`config.mk`:
```
export PLATFORM = sky130hd
export DESIGN_NAME = trap_pc_sequencer
export DESIGN_NICKNAME = d
export VERILOG_FILES = /design/src/rtl/trap_pc_sequencer_pkg.sv /design/src/rtl/trap_pc_sequencer_sync.sv /design/src/rtl/trap_pc_sequencer.sv
export SDC_FILE = /design/constraint.sdc
export NUM_CORES = 1
export LEC_CHECK = 0
export ABC_AREA = 1
export ABC_CLOCK_PERIOD_IN_PS = 3100
export CORE_ASPECT_RATIO = 0.9
export CORE_MARGIN = 2
export CORE_UTILIZATION = 41
export CTS_CLUSTER_SIZE = 20
export DETAILED_ROUTE_END_ITERATION = 12
export GPL_ROUTABILITY_DRIVEN = 0
export PLACE_DENSITY = 0.77
export SLEW_MARGIN = 30
export SYNTH_ARGS = -nofsm -noshare
export SYNTH_HDL_FRONTEND = slang
export SYNTH_SLANG_ARGS = --single-unit
```
`constraint.sdc`:
```
create_clock -name clk -period 3.1 [get_ports clk]
set_input_delay 0.62 -clock clk [delete_from_list [all_inputs] [get_ports clk]]
set_output_delay 0.62 -clock clk [all_outputs]
set_load 0.01 [all_outputs]
```
`src/rtl/trap_pc_sequencer_pkg.sv`:
```
// Shared definitions for the trap/return PC sequencer: CSR addresses, PC mux
// select codes and the trap FSM state encoding.
package trap_pc_sequencer_pkg;

  localparam logic [11:0] CSR_MSTATUS = 12'h300;
  localparam logic [11:0] CSR_MTVEC   = 12'h305;
  localparam logic [11:0] CSR_MEPC    = 12'h341;
  localparam logic [11:0] CSR_MCAUSE  = 12'h342;

  localparam int MSTATUS_MIE  = 3;
  localparam int MSTATUS_MPIE = 7;

  // Select codes shared with the PC mux; only the two trap codes originate here.
  typedef enum logic [2:0] {
    PC_NEXT   = 3'd0,
    PC_ALU    = 3'd1,
    PC_BRANCH = 3'd2,
    PC_JUMP   = 3'd3,
    PC_MTVEC  = 3'd4,
    PC_MEPC   = 3'd5
  } pc_sel_e;

  typedef enum logic [1:0] {
    ST_RUN  = 2'd0,
    ST_TRAP = 2'd1,
    ST_RET  = 2'd2
  } trap_state_e;

  function automatic logic [31:0] word_align(input logic [31:0] addr);
    return {addr[31:2], 2'b00};
  endfunction

  function automatic logic [31:0] pack_mstatus(input logic mie, input logic mpie);
    logic [31:0] value;
    value               = '0;
    value[MSTATUS_MIE]  = mie;
    value[MSTATUS_MPIE] = mpie;
    return value;
  endfunction

endpackage

```
`src/rtl/trap_pc_sequencer_sync.sv`:
```
// Multi-flop synchroniser for an asynchronous level, with a one-cycle pulse on
// each rising edge of the synchronised level.
module sync_edge_detect #(
  parameter int SYNC_STAGES = 2
) (
  input  logic clk,
  input  logic rst,
  input  logic din,
  output logic rise
);

  logic [SYNC_STAGES-1:0] sync_q;
  logic                   level_q;

  // NOTE: clocked state uses non-blocking assignments so every flop samples
  // the pre-edge value of its neighbour, giving a true shift chain.
  always_ff @(posedge clk or posedge rst) begin
    if (rst) begin
      sync_q  <= '0;
      level_q <= 1'b0;
    end else begin
      sync_q  <= {sync_q[SYNC_STAGES-2:0], din};
      level_q <= sync_q[SYNC_STAGES-1];
    end
  end

  assign rise = sync_q[SYNC_STAGES-1] & ~level_q;

endmodule

```
`src/rtl/trap_pc_sequencer.sv`:
```
// Machine-mode trap sequencer: owns mstatus/mtvec/mepc/mcause, latches the
// external interrupt and overrides the PC select for one cycle on trap entry/mret.
module trap_pc_sequencer
  import trap_pc_sequencer_pkg::*;
#(
  parameter int          SYNC_STAGES = 2,
  parameter logic [31:0] MTVEC_RESET = 32'h0000_0000,
  parameter logic [31:0] MCAUSE_EXT  = 32'h8000_000B
) (
  input  logic        clk,
  input  logic        rst,
  input  logic        intr_in,
  input  logic        instr_done,
  input  logic        mret_exec,
  input  logic [31:0] next_pc,
  input  logic        csr_we,
  input  logic [11:0] csr_addr,
  input  logic [31:0] csr_wd,
  output logic [31:0] csr_rd,
  output logic [31:0] mtvec,
  output logic [31:0] mepc,
  output logic [2:0]  pc_sel,
  output logic        pc_override,
  output logic        intr_pending
);

  trap_state_e state_q, state_d;
  pc_sel_e     pc_sel_c;

  logic        mie_q, mpie_q, pending_q;
  logic [31:0] mtvec_q, mepc_q, mcause_q;
  logic        intr_rise;
  logic        in_run, take_trap, take_ret, csr_wr_ok, sw_csr_ok;

  sync_edge_detect #(
    .SYNC_STAGES (SYNC_STAGES)
  ) u_sync (
    .clk  (clk),
    .rst  (rst),
    .din  (intr_in),
    .rise (intr_rise)
  );

  assign intr_pending = pending_q & mie_q;

  assign in_run    = (state_q == ST_RUN);
  assign take_ret  = in_run && instr_done && mret_exec;
  assign take_trap = in_run && instr_done && !mret_exec && intr_pending;
  assign csr_wr_ok = in_run && csr_we;
  // Trap entry owns mstatus/mepc/mcause, so a retiring csrrw to them loses.
  assign sw_csr_ok = csr_wr_ok && !take_trap;

  always_ff @(posedge clk or posedge rst) begin
    if (rst) state_q <= ST_RUN;
    else     state_q <= state_d;
  end

  // NOTE: every signal driven from always_comb gets a default up front so no
  // path through the case leaves it unassigned (which would infer a latch).
  always_comb begin
    state_d = state_q;
    unique case (state_q)
      ST_RUN: begin
        if (take_ret)       state_d = ST_RET;
        else if (take_trap) state_d = ST_TRAP;
      end
      ST_TRAP: state_d = ST_RUN;
      ST_RET:  state_d = ST_RUN;
      default: state_d = ST_RUN;
    endcase
  end

  always_comb begin
    pc_sel_c    = PC_NEXT;
    pc_override = 1'b0;
    unique case (state_q)
      ST_TRAP: begin
        pc_sel_c    = PC_MTVEC;
        pc_override = 1'b1;
      end
      ST_RET: begin
        pc_sel_c    = PC_MEPC;
        pc_override = 1'b1;
      end
      default: ;
    endcase
  end

  assign pc_sel = pc_sel_c;

  // A new edge wins over the clear so an interrupt arriving on the trap
  // cycle itself is not lost.
  always_ff @(posedge clk or posedge rst) begin
    if (rst)                      pending_q <= 1'b0;
    else if (intr_rise)           pending_q <= 1'b1;
    else if (state_q == ST_TRAP)  pending_q <= 1'b0;
  end

  always_ff @(posedge clk or posedge rst) begin
    if (rst) begin
      mie_q  <= 1'b0;
      mpie_q <= 1'b0;
    end else begin
      unique case (state_q)
        ST_TRAP: begin
          mpie_q <= mie_q;
          mie_q  <= 1'b0;
        end
        ST_RET: begin
          mie_q  <= mpie_q;
          mpie_q <= 1'b1;
        end
        default: begin
          if (sw_csr_ok && csr_addr == CSR_MSTATUS) begin
            mie_q  <= csr_wd[MSTATUS_MIE];
            mpie_q <= csr_wd[MSTATUS_MPIE];
          end
        end
      endcase
    end
  end

  always_ff @(posedge clk or posedge rst) begin
    if (rst)                                      mtvec_q <= word_align(MTVEC_RESET);
    else if (csr_wr_ok && csr_addr == CSR_MTVEC)  mtvec_q <= word_align(csr_wd);
  end

  // The return address is taken on the boundary edge, while next_pc is valid.
  always_ff @(posedge clk or posedge rst) begin
    if (rst)                                     mepc_q <= '0;
    else if (take_trap)                          mepc_q <= word_align(next_pc);
    else if (sw_csr_ok && csr_addr == CSR_MEPC)  mepc_q <= word_align(csr_wd);
  end

  always_ff @(posedge clk or posedge rst) begin
    if (rst)                                       mcause_q <= '0;
    else if (state_q == ST_TRAP)                   mcause_q <= MCAUSE_EXT;
    else if (sw_csr_ok && csr_addr == CSR_MCAUSE)  mcause_q <= csr_wd;
  end

  always_comb begin
    csr_rd = '0;
    unique case (csr_addr)
      CSR_MSTATUS: csr_rd = pack_mstatus(mie_q, mpie_q);
      CSR_MTVEC:   csr_rd = mtvec_q;
      CSR_MEPC:    csr_rd = mepc_q;
      CSR_MCAUSE:  csr_rd = mcause_q;
      default:     csr_rd = '0;
    endcase
  end

  assign mtvec = mtvec_q;
  assign mepc  = mepc_q;

endmodule

```
# [Word level (Yosys, flattened, before mapping)]
# Cells that the tools add are included.
# Widths: inputs -> output; s select.
[totals] out_inout_bits=101 word_cells=53 input_bits=82 ff_bits=102
[op_classes] n_reduce_logical=18 eq_ne=7 n_bitwise=3 muxes=16
[ops] cell="$mux 32" n=4
[ops] cell="$pmux 32 s4" n=1
[ops] cell="$eq 12x10->1 const B" n=4
[ops] cell="$logic_and 1x1->1" n=10
[ops] cell="$mux 2" n=3
[ops] cell="$pmux 3 s2" n=1
[ops] cell="$reduce_bool 2->1" n=3
[ops] cell="$mux 1" n=5
[ops] cell="$pmux 1 s2" n=2
[ops] cell="$ne 3x1->1 const B" n=1
[ops] cell="$reduce_bool 3->1" n=1
[ops] cell="$and 1x1->1" n=2
[ops] cell="$eq 2x1->1 const B" n=1
[ops] cell="$eq 2x2->1 const B" n=1
[ops] cell="$logic_not 1->1" n=2
[ops] cell="$logic_not 2->1" n=1
[ops] cell="$reduce_or 2->1" n=1
[ops] cell="$not 1->1" n=1

# [Logic depth before layout (Yosys ltp)]
# Gate-level depths: netlist of the first run.
[logic_depth] depth_word=9 mapped_depth=11 depth_no_buf=11

# [By module]
# From an unflattened synthesis of the first run, not the netlist that was laid out.
[hier_totals] cells_unflattened=735 area_unflattened_um2=5286.3
[by_module_without_submodules] mod="trap_pc_sequencer" cells_per_inst=729 seq_area_each_um2=2427.3 area_each_um2=5197.5 n_inst=1
[by_module_without_submodules] mod="sync_edge_detect" cells_per_inst=6 seq_area_each_um2=75.1 area_each_um2=88.8 n_inst=1

# [Worst setup path after synthesis of the first run]
# Ideal clock, no wire load.
[synth_path] kind="input to output" startpoint="input csr_addr[9]" endpoint="output csr_rd[17]" t_required_ns=2.480 setup_slack_ns=0.919 t_arrival_ns=1.561 path_stages=7 cell_sequence="nand2_1 -> nor2_2 -> nand2_1 -> nor3_4 -> buf_6 -> nand2_1 -> nand3_1"
[synth_between] elab_chain_len=2
[synth_lines] item="start, declared" line_no="trap_pc_sequencer.sv:17" rtl="input logic [11:0] csr_addr,"
[synth_lines] item="$eq 12x10->1" line_no="trap_pc_sequencer.sv:143" rtl="unique case (csr_addr)"
[synth_lines] item="$pmux 32 s4 *" line_no="trap_pc_sequencer.sv:143"
[synth_lines] item="end, declared" line_no="trap_pc_sequencer.sv:19" rtl="output logic [31:0] csr_rd,"
# Mark *: on every way between the ends. The rest lies on a longest branch, timed or not.

# [Final worst setup path of the first run]
[layout_path] startpoint="input csr_addr[0]" endpoint="output csr_rd[10]"
# Same word-level chain as after synthesis.

==> impl_metrics.ini, run 1 <==
[power_and_ir_drop]
cellInternalPower_mw = 2.751
power_leakage_nw = 3.948
switching_share_pct = 32.58
pwr-share-clk_pct = 25.4
vdd.ir_drop.worst_v = 0.0003821
totalPowerFinal_mw = 4.081
share_seq_of_total_power_pct = 42.4
p_switching_mw = 1.329
p_per_area_nw_per_um2 = 544.0
power_frac_comb_pct = 32.2

[floorplanning]
floorplan.initialDensity_pct = 41.85
number_of_ports_placed_on_the_die_boundary = 183
core_um2 = 12640
die_height_um = 111.7
placementRows = 39
die-width_um = 123.7
die_area_um2 = 13830

[clock_tree]
numCtsBuffers = 9
cts_hold_fix_bufs = 0
cts_tree = done
bufs_on_longest_clock_path = 2
clock_insertion_delay_worst_skew_ns = 0.34
cts.reportedPaths.clkPinSlew_ns = 0.07
clockRootBuffer = clkbuf_16
clock_tree.htree_level_count = 3
cts_num_sinks = 100

[routing]
drtAntennaViolNets = 0
drtPass1Iterations = 5
avgViaCountPerCell = 5.061
drt_iter0_drc = 351
routed_wirelength_um = 16530
detail_route.drc_violations = 0
post_drt_wl_per_cell_um = 15.48
vias = 5405

[sta]
final-max-slew-violation-count = 0
report.final.setup_viol = 0
timing.fmax_ghz = 0.3432
worst_clock_skew_ns = 0.005088
max-slew-margin-rel_pct = 55.32
postLayoutSetupSlackWorst_ns = 0.1863
finalWorstPathRequiredPeriod_ns = 2.914
hold_viol_final = 0
rsz_0062_raised_after_global_routing = no
timing_worst_slew_pin_value_ns = 0.6693
post-route-period-util_pct = 93.99

[global_route]
overflow = 0
grt_pass1_wl_um = 26310
grt_usage_pct = 24.20
antenna_found_initial = 0
grt_start_max_net_pins = 101
grt_pass1_vias = 5107

[yosys]
cell_count_after_synthesis = 734
synth-edff-count = 0
synth_largest_area_cell = dfrtp_1
synth_cell_type_count = 26
synth-async-reset-ratio_pct = 100.0
yosys.cell_count.top_type = nand2_1
synth_area_per_cell_um2 = 7.205
netlist.area_leader.share_pct = 47.31
synth-seq-cells = 100
synth_area_leaders = dfrtp_1, nand2_1, nand3_1
dominant_synthesized_flop_cell = dfrtp_1
cell_area_synth_um2 = 5289
synth.yosys.warnings = 0
synth.cells.most_frequent = nand2_1, nand3_1, dfrtp_1
seq_area_frac_synth_pct = 47.31

[worst_setup_path]
worstSetupEndpoint = csr_rd[10]
reg2reg_to = mcause_q[31]
worstSetupStartpoint = csr_addr[0]
cp_capture_type = output pin
cpPeakStageDelay_ns = 0.43
number_of_cells_on_the_worst_reg_to_reg_path = 11
critical_path.slowest_cell = clkdlybuf4s50_1
regToRegSetupSlack_ns = 0.73
worstPathArrival_ns = 2.29
worstReg2RegStart = state_q[0]
worstSetupPathType = primary input to output pin
cell_breakdown_of_the_critical_path = clkdlybuf4s50_1 > inv_1 > nand2_1 > nor2_2 > inv_1 > nor2_4 > bufbuf_16 > nand2_1 > nand3_1 > dlygate4sd2_1
setup.worst_path.start_class = primary input
worst-path-max-fanout = 15
cp.required_ns = 2.48

[flow_run]
maxCapViolCount = 0

[place]
place.port_buffers = 175
dp.final_hpwl_um = 10670
placement.setup.worst_slack_ns = -0.06454
dp.cells = 1052

[final_layout]
antenna_fix_cells = 0
areaGrowthSynthToFinish_pct = 41.83
finish.cell_count_without_fillers = 1068
fin_nets = 986
layout-drive-gt1-share_pct = 7.412

[status]
outcome = finished clean

[worst_hold_path]
min_path_cells = 0
hold_class = flop to flop
-- final cells by class --
class                      instances  area [um2]
clock inverter                     4       27.53
clock buffer                      10       239.0
fill                            1196        5137
tap                              164       205.2
multi-input combinational        562        2429
inverter                          28       108.9
sequential                       100        2502
timing repair buffer             200        1989
-- cell families (layout without fill, tap and decap cells) --
kind of cell / after synthesis / count (layout) / share of synthesized area (%)
other: 1 / 5 / 0.07090
DFF: 100 / 100 / 47.31
AOI/OAI and AO/OA: 38 / 38 / 3.714
buffers and inverters: 76 / 242 / 7.239
adders and majority gates: 3 / 3 / 0.7098
and+or+nand+nor: 516 / 516 / 40.95
-- layer usage --
metal  global-route usage, %  share of wire [%]  wire length (um)
met5                       0                  0                 0
met4                   5.227               0.88               145
met3                   5.225                8.4              1391
met2                   39.08                 47              7752
met1                   33.44                 44              7239
-- power by group through the flow --
stage	registers [mW]	logic, mW	clock network (mW)
6_report	1.73	1.31	1.04
5_1_grt	1.76	1.44	1.10
4_1_cts	1.73	1.32	1.05
3_5_place_dp	1.75	1.31	0
3_3_place_gp	1.74	1.30	0
2_1_floorplan	1.79	0.571	0
-- placed cells by master, fill, tap and decap left out --
cell type / instances
bufbuf_16: 1
nor2_1: 12
dfrtp_1: 100
o21ai_0: 30
nor2_4: 2
nand2_1: 356
nand2_2: 6
clkinv_2: 1
o21bai_1: 1
nand3_1: 127
clkdlybuf4s50_1: 145
or2_2: 3
a31o_2: 1
a21oi_1: 1
nor3_4: 1
buf_4: 19
buf_12: 5
clkbuf_16: 9
clkinvlp_4: 4
dlygate4sd2_1: 30
nor2_2: 5
inv_2: 7
inv_1: 20
nand3_2: 1
o21ai_1: 5
nand4_1: 2
ha_1: 3
clkbuf_8: 1
conb_1: 5
nor3_2: 1
-- worst min path at each step --
| stage | startpoint | endpoint |
|---|---|---|
| floorplan | u_sync.sync_q[0] | u_sync.sync_q[1] |
| global placement | u_sync.sync_q[0] | u_sync.sync_q[1] |
| detailed placement | u_sync.sync_q[0] | u_sync.sync_q[1] |
| CTS | u_sync.sync_q[0] | u_sync.sync_q[1] |
| global route | u_sync.sync_q[0] | u_sync.sync_q[1] |
| finish | u_sync.sync_q[0] | u_sync.sync_q[1] |
-- flip-flops by register name, indices dropped and copies added, names as in the netlist --
name,count
mie_q,1
mcause_q,32
mtvec,30
mpie_q,1
pending_q,1
state_q,2
mepc,30
u_sync.sync_q,2
u_sync.level_q,1
-- metrics by stage --
| step | util [%] | area [um2] | setup TNS, ns | hold WS (ns) |
|---|---|---|---|---|
| 2_1_floorplan | - | 5308 | 0 | 0.3312 |
| 3_3_place_gp | 57.14 | 7222 | -0.9098 | 0.3337 |
| 3_5_place_dp | 57.14 | 7222 | -1.211 | 0.3371 |
| 4_1_cts | 59.35 | 7501 | 0 | 0.3525 |
| 5_1_grt | 59.35 | 7501 | 0 | 0.3722 |
| 6_report | 59.35 | 7501 | 0 | 0.3499 |
-- worst max-delay path: cells and delay by family --
family / cells / cell delay, ns
buffers and inverters: 5 / 1.19
and+or+nand+nor: 5 / 0.48
-- repair_timing --
item,CTS,global route
endpoints found under the setup margin,30,0
resized for setup,33,0
setup buffers,1,0
Note: power is estimated with default switching activity, not from simulation.
==> run 2, diff against run 1 <==
--- a/config.mk
+++ b/config.mk
@@ -9,11 +9,11 @@
 export ABC_CLOCK_PERIOD_IN_PS = 3100
 export CORE_ASPECT_RATIO = 0.9
 export CORE_MARGIN = 2
-export CORE_UTILIZATION = 41
+export CORE_UTILIZATION = 35
 export CTS_CLUSTER_SIZE = 20
 export DETAILED_ROUTE_END_ITERATION = 12
 export GPL_ROUTABILITY_DRIVEN = 0
-export PLACE_DENSITY = 0.77
+export PLACE_DENSITY = 0.68
 export SLEW_MARGIN = 30
 export SYNTH_ARGS = -nofsm -noshare
 export SYNTH_HDL_FRONTEND = slang
==> impl_metrics.ini, run 2 (synthesis results as in run 1) <==
[flow_run]
maxCapViolCount = 0

[sta]
hold_viol_final = 0
finalWorstPathRequiredPeriod_ns = 2.883
rsz_0062_raised_after_global_routing = no
post-route-period-util_pct = 93.00
final-max-slew-violation-count = 0
max-slew-margin-rel_pct = 53.13
hold_slack_ns = 0.3597
report.final.setup_viol = 0
timing_worst_slew_pin_value_ns = 0.7020
worst_clock_skew_ns = 0.006772
postLayoutSetupSlackWorst_ns = 0.2171
timing.fmax_ghz = 0.3469

[floorplanning]
die-width_um = 133.6
placementRows = 42
core_um2 = 14770
die_area_um2 = 16110
die_height_um = 120.6
number_of_ports_placed_on_the_die_boundary = 183
floorplan.initialDensity_pct = 35.82

[place]
dp.cells = 1091
placement.setup.worst_slack_ns = -0.06655
dp.final_hpwl_um = 11190
place.port_buffers = 175

[final_layout]
largest_register_ff_count = 32
antenna_fix_cells = 0
layout-drive-gt1-share_pct = 7.701
fin_nets = 989
top_register = mcause_q
utilization_pct = 51.38
mostFrequentLayoutCell = nand2_1
finish.cell_count_without_fillers = 1107
areaGrowthSynthToFinish_pct = 43.46
mostFrequentLayoutCells = nand2_1, clkdlybuf4s50_1, nand3_1

[clock_tree]
clockRootBuffer = clkbuf_16
cts_tree = done
cts_num_sinks = 100
numCtsBuffers = 9
cts.reportedPaths.clkPinSlew_ns = 0.07
cts_hold_fix_bufs = 0
clock_insertion_delay_worst_skew_ns = 0.34
bufs_on_longest_clock_path = 2
clock_tree.htree_level_count = 3

[routing]
routed_wirelength_um = 16290
met1_routed_length_um = 7664
routed.top_layer = met4
wl_met3_um = 1109
avgViaCountPerCell = 4.784
drt_iter0_drc = 332
post_drt_wl_per_cell_um = 14.72
vias = 5296
detail_route.drc_violations = 0
drtAntennaViolNets = 0
met2_length_um = 7388
drtPass1Iterations = 7

[worst_setup_path]
worstPathArrival_ns = 2.26
cp.required_ns = 2.48
worst-path-max-fanout = 28
setup.worst_path.start_class = primary input
cp_capture_type = output pin
worstSetupPathType = primary input to output pin

[worst_hold_path]
hold_class = flop to flop

[global_route]
grt_usage_pct = 21.09
grt_start_max_net_pins = 101
grt_pass1_wl_um = 27030
overflow = 0
antenna_found_initial = 0
grt_pass1_vias = 5157

[power_and_ir_drop]
power_leakage_nw = 3.981
vdd.ir_drop.worst_v = 0.0003538
totalPowerFinal_mw = 4.244
p_per_area_nw_per_um2 = 559.3

[status]
outcome = finished clean
run 2: changes by cell type in the layout (fill, tap and decap cells not counted), sizes merged:
| cell | delta |
|---|---|
| buf | +4 |
| clkbuf | +3 |
| clkinvlp | -2 |
| bufbuf | -1 |
| bufinv | +1 |
run 2: routing by layer:
metal | up-vias | global-route usage, %
met2 | 179 | 34.12
li1 | 2660 | -
met1 | 2445 | 29.44
met4 | 0 | 3.989
met3 | 12 | 4.528
met5 | - | 0
run 2: worst max-delay path, stage by stage:
cell and delay [ns]:
clkdlybuf4s50_1 0.50, nand2_1 0.08, nor2_2 0.11, nand2_1 0.12, nor3_4 0.17, buf_12 0.20
nand2_1 0.07, nand3_1 0.07, dlygate4sd2_1 0.30
run 2: power by group:
part | leakage [nW] | switching (mW) | total [mW] | internal, mW
Clock | 0.158 | 0.489 | 1.20 | 0.713
Combinational | 2.49 | 0.653 | 1.31 | 0.659
Sequential | 1.33 | 0.188 | 1.73 | 1.54
Total | 3.98 | 1.33 | 4.24 | 2.91
run 2: repair_timing:
item                                    in CTS  in global routing
resized for setup                           30                  0
endpoints found under the setup margin      30                  0
buffers inserted                             0                  0
run 2: metrics by stage:
stage / area (um2) / TNS, ns
3_3_place_gp: 7302 / -1.015
4_1_cts: 7587 / 0
6_report: 7587 / 0
3_5_place_dp: 7302 / -1.211
2_1_floorplan: 5308 / 0
5_1_grt: 7587 / 0
run 2: final timing paths:
| kind | startpoint | endpoint | slack [ns] | cells after the start |
|---|---|---|---|---|
| worst max-delay path | csr_addr[6] | csr_rd[8] | 0.22 | 9 |
| worst min-delay path | u_sync.sync_q[0] | u_sync.sync_q[1] | 0.36 | 0 |
| worst max register to register | state_q[0] | mcause_q[3] | 1.10 | 11 |
| worst min register to register | u_sync.sync_q[0] | u_sync.sync_q[1] | 0.36 | 0 |
| max in group asynchronous | rst | mtvec[6] | 1.88 | 3 |
| min in group asynchronous | rst | mepc[9] | 0.73 | 3 |
run 2: layout make-up:
cell class                 instances  area [um2]
clock inverter                     3       42.54
multi-input combinational        562        2419
clock buffer                      13       280.3
timing repair buffer             203        1987
sequential                       100        2502
fill                            1439        7179
inverter                          28       108.9
tap                              198       247.7
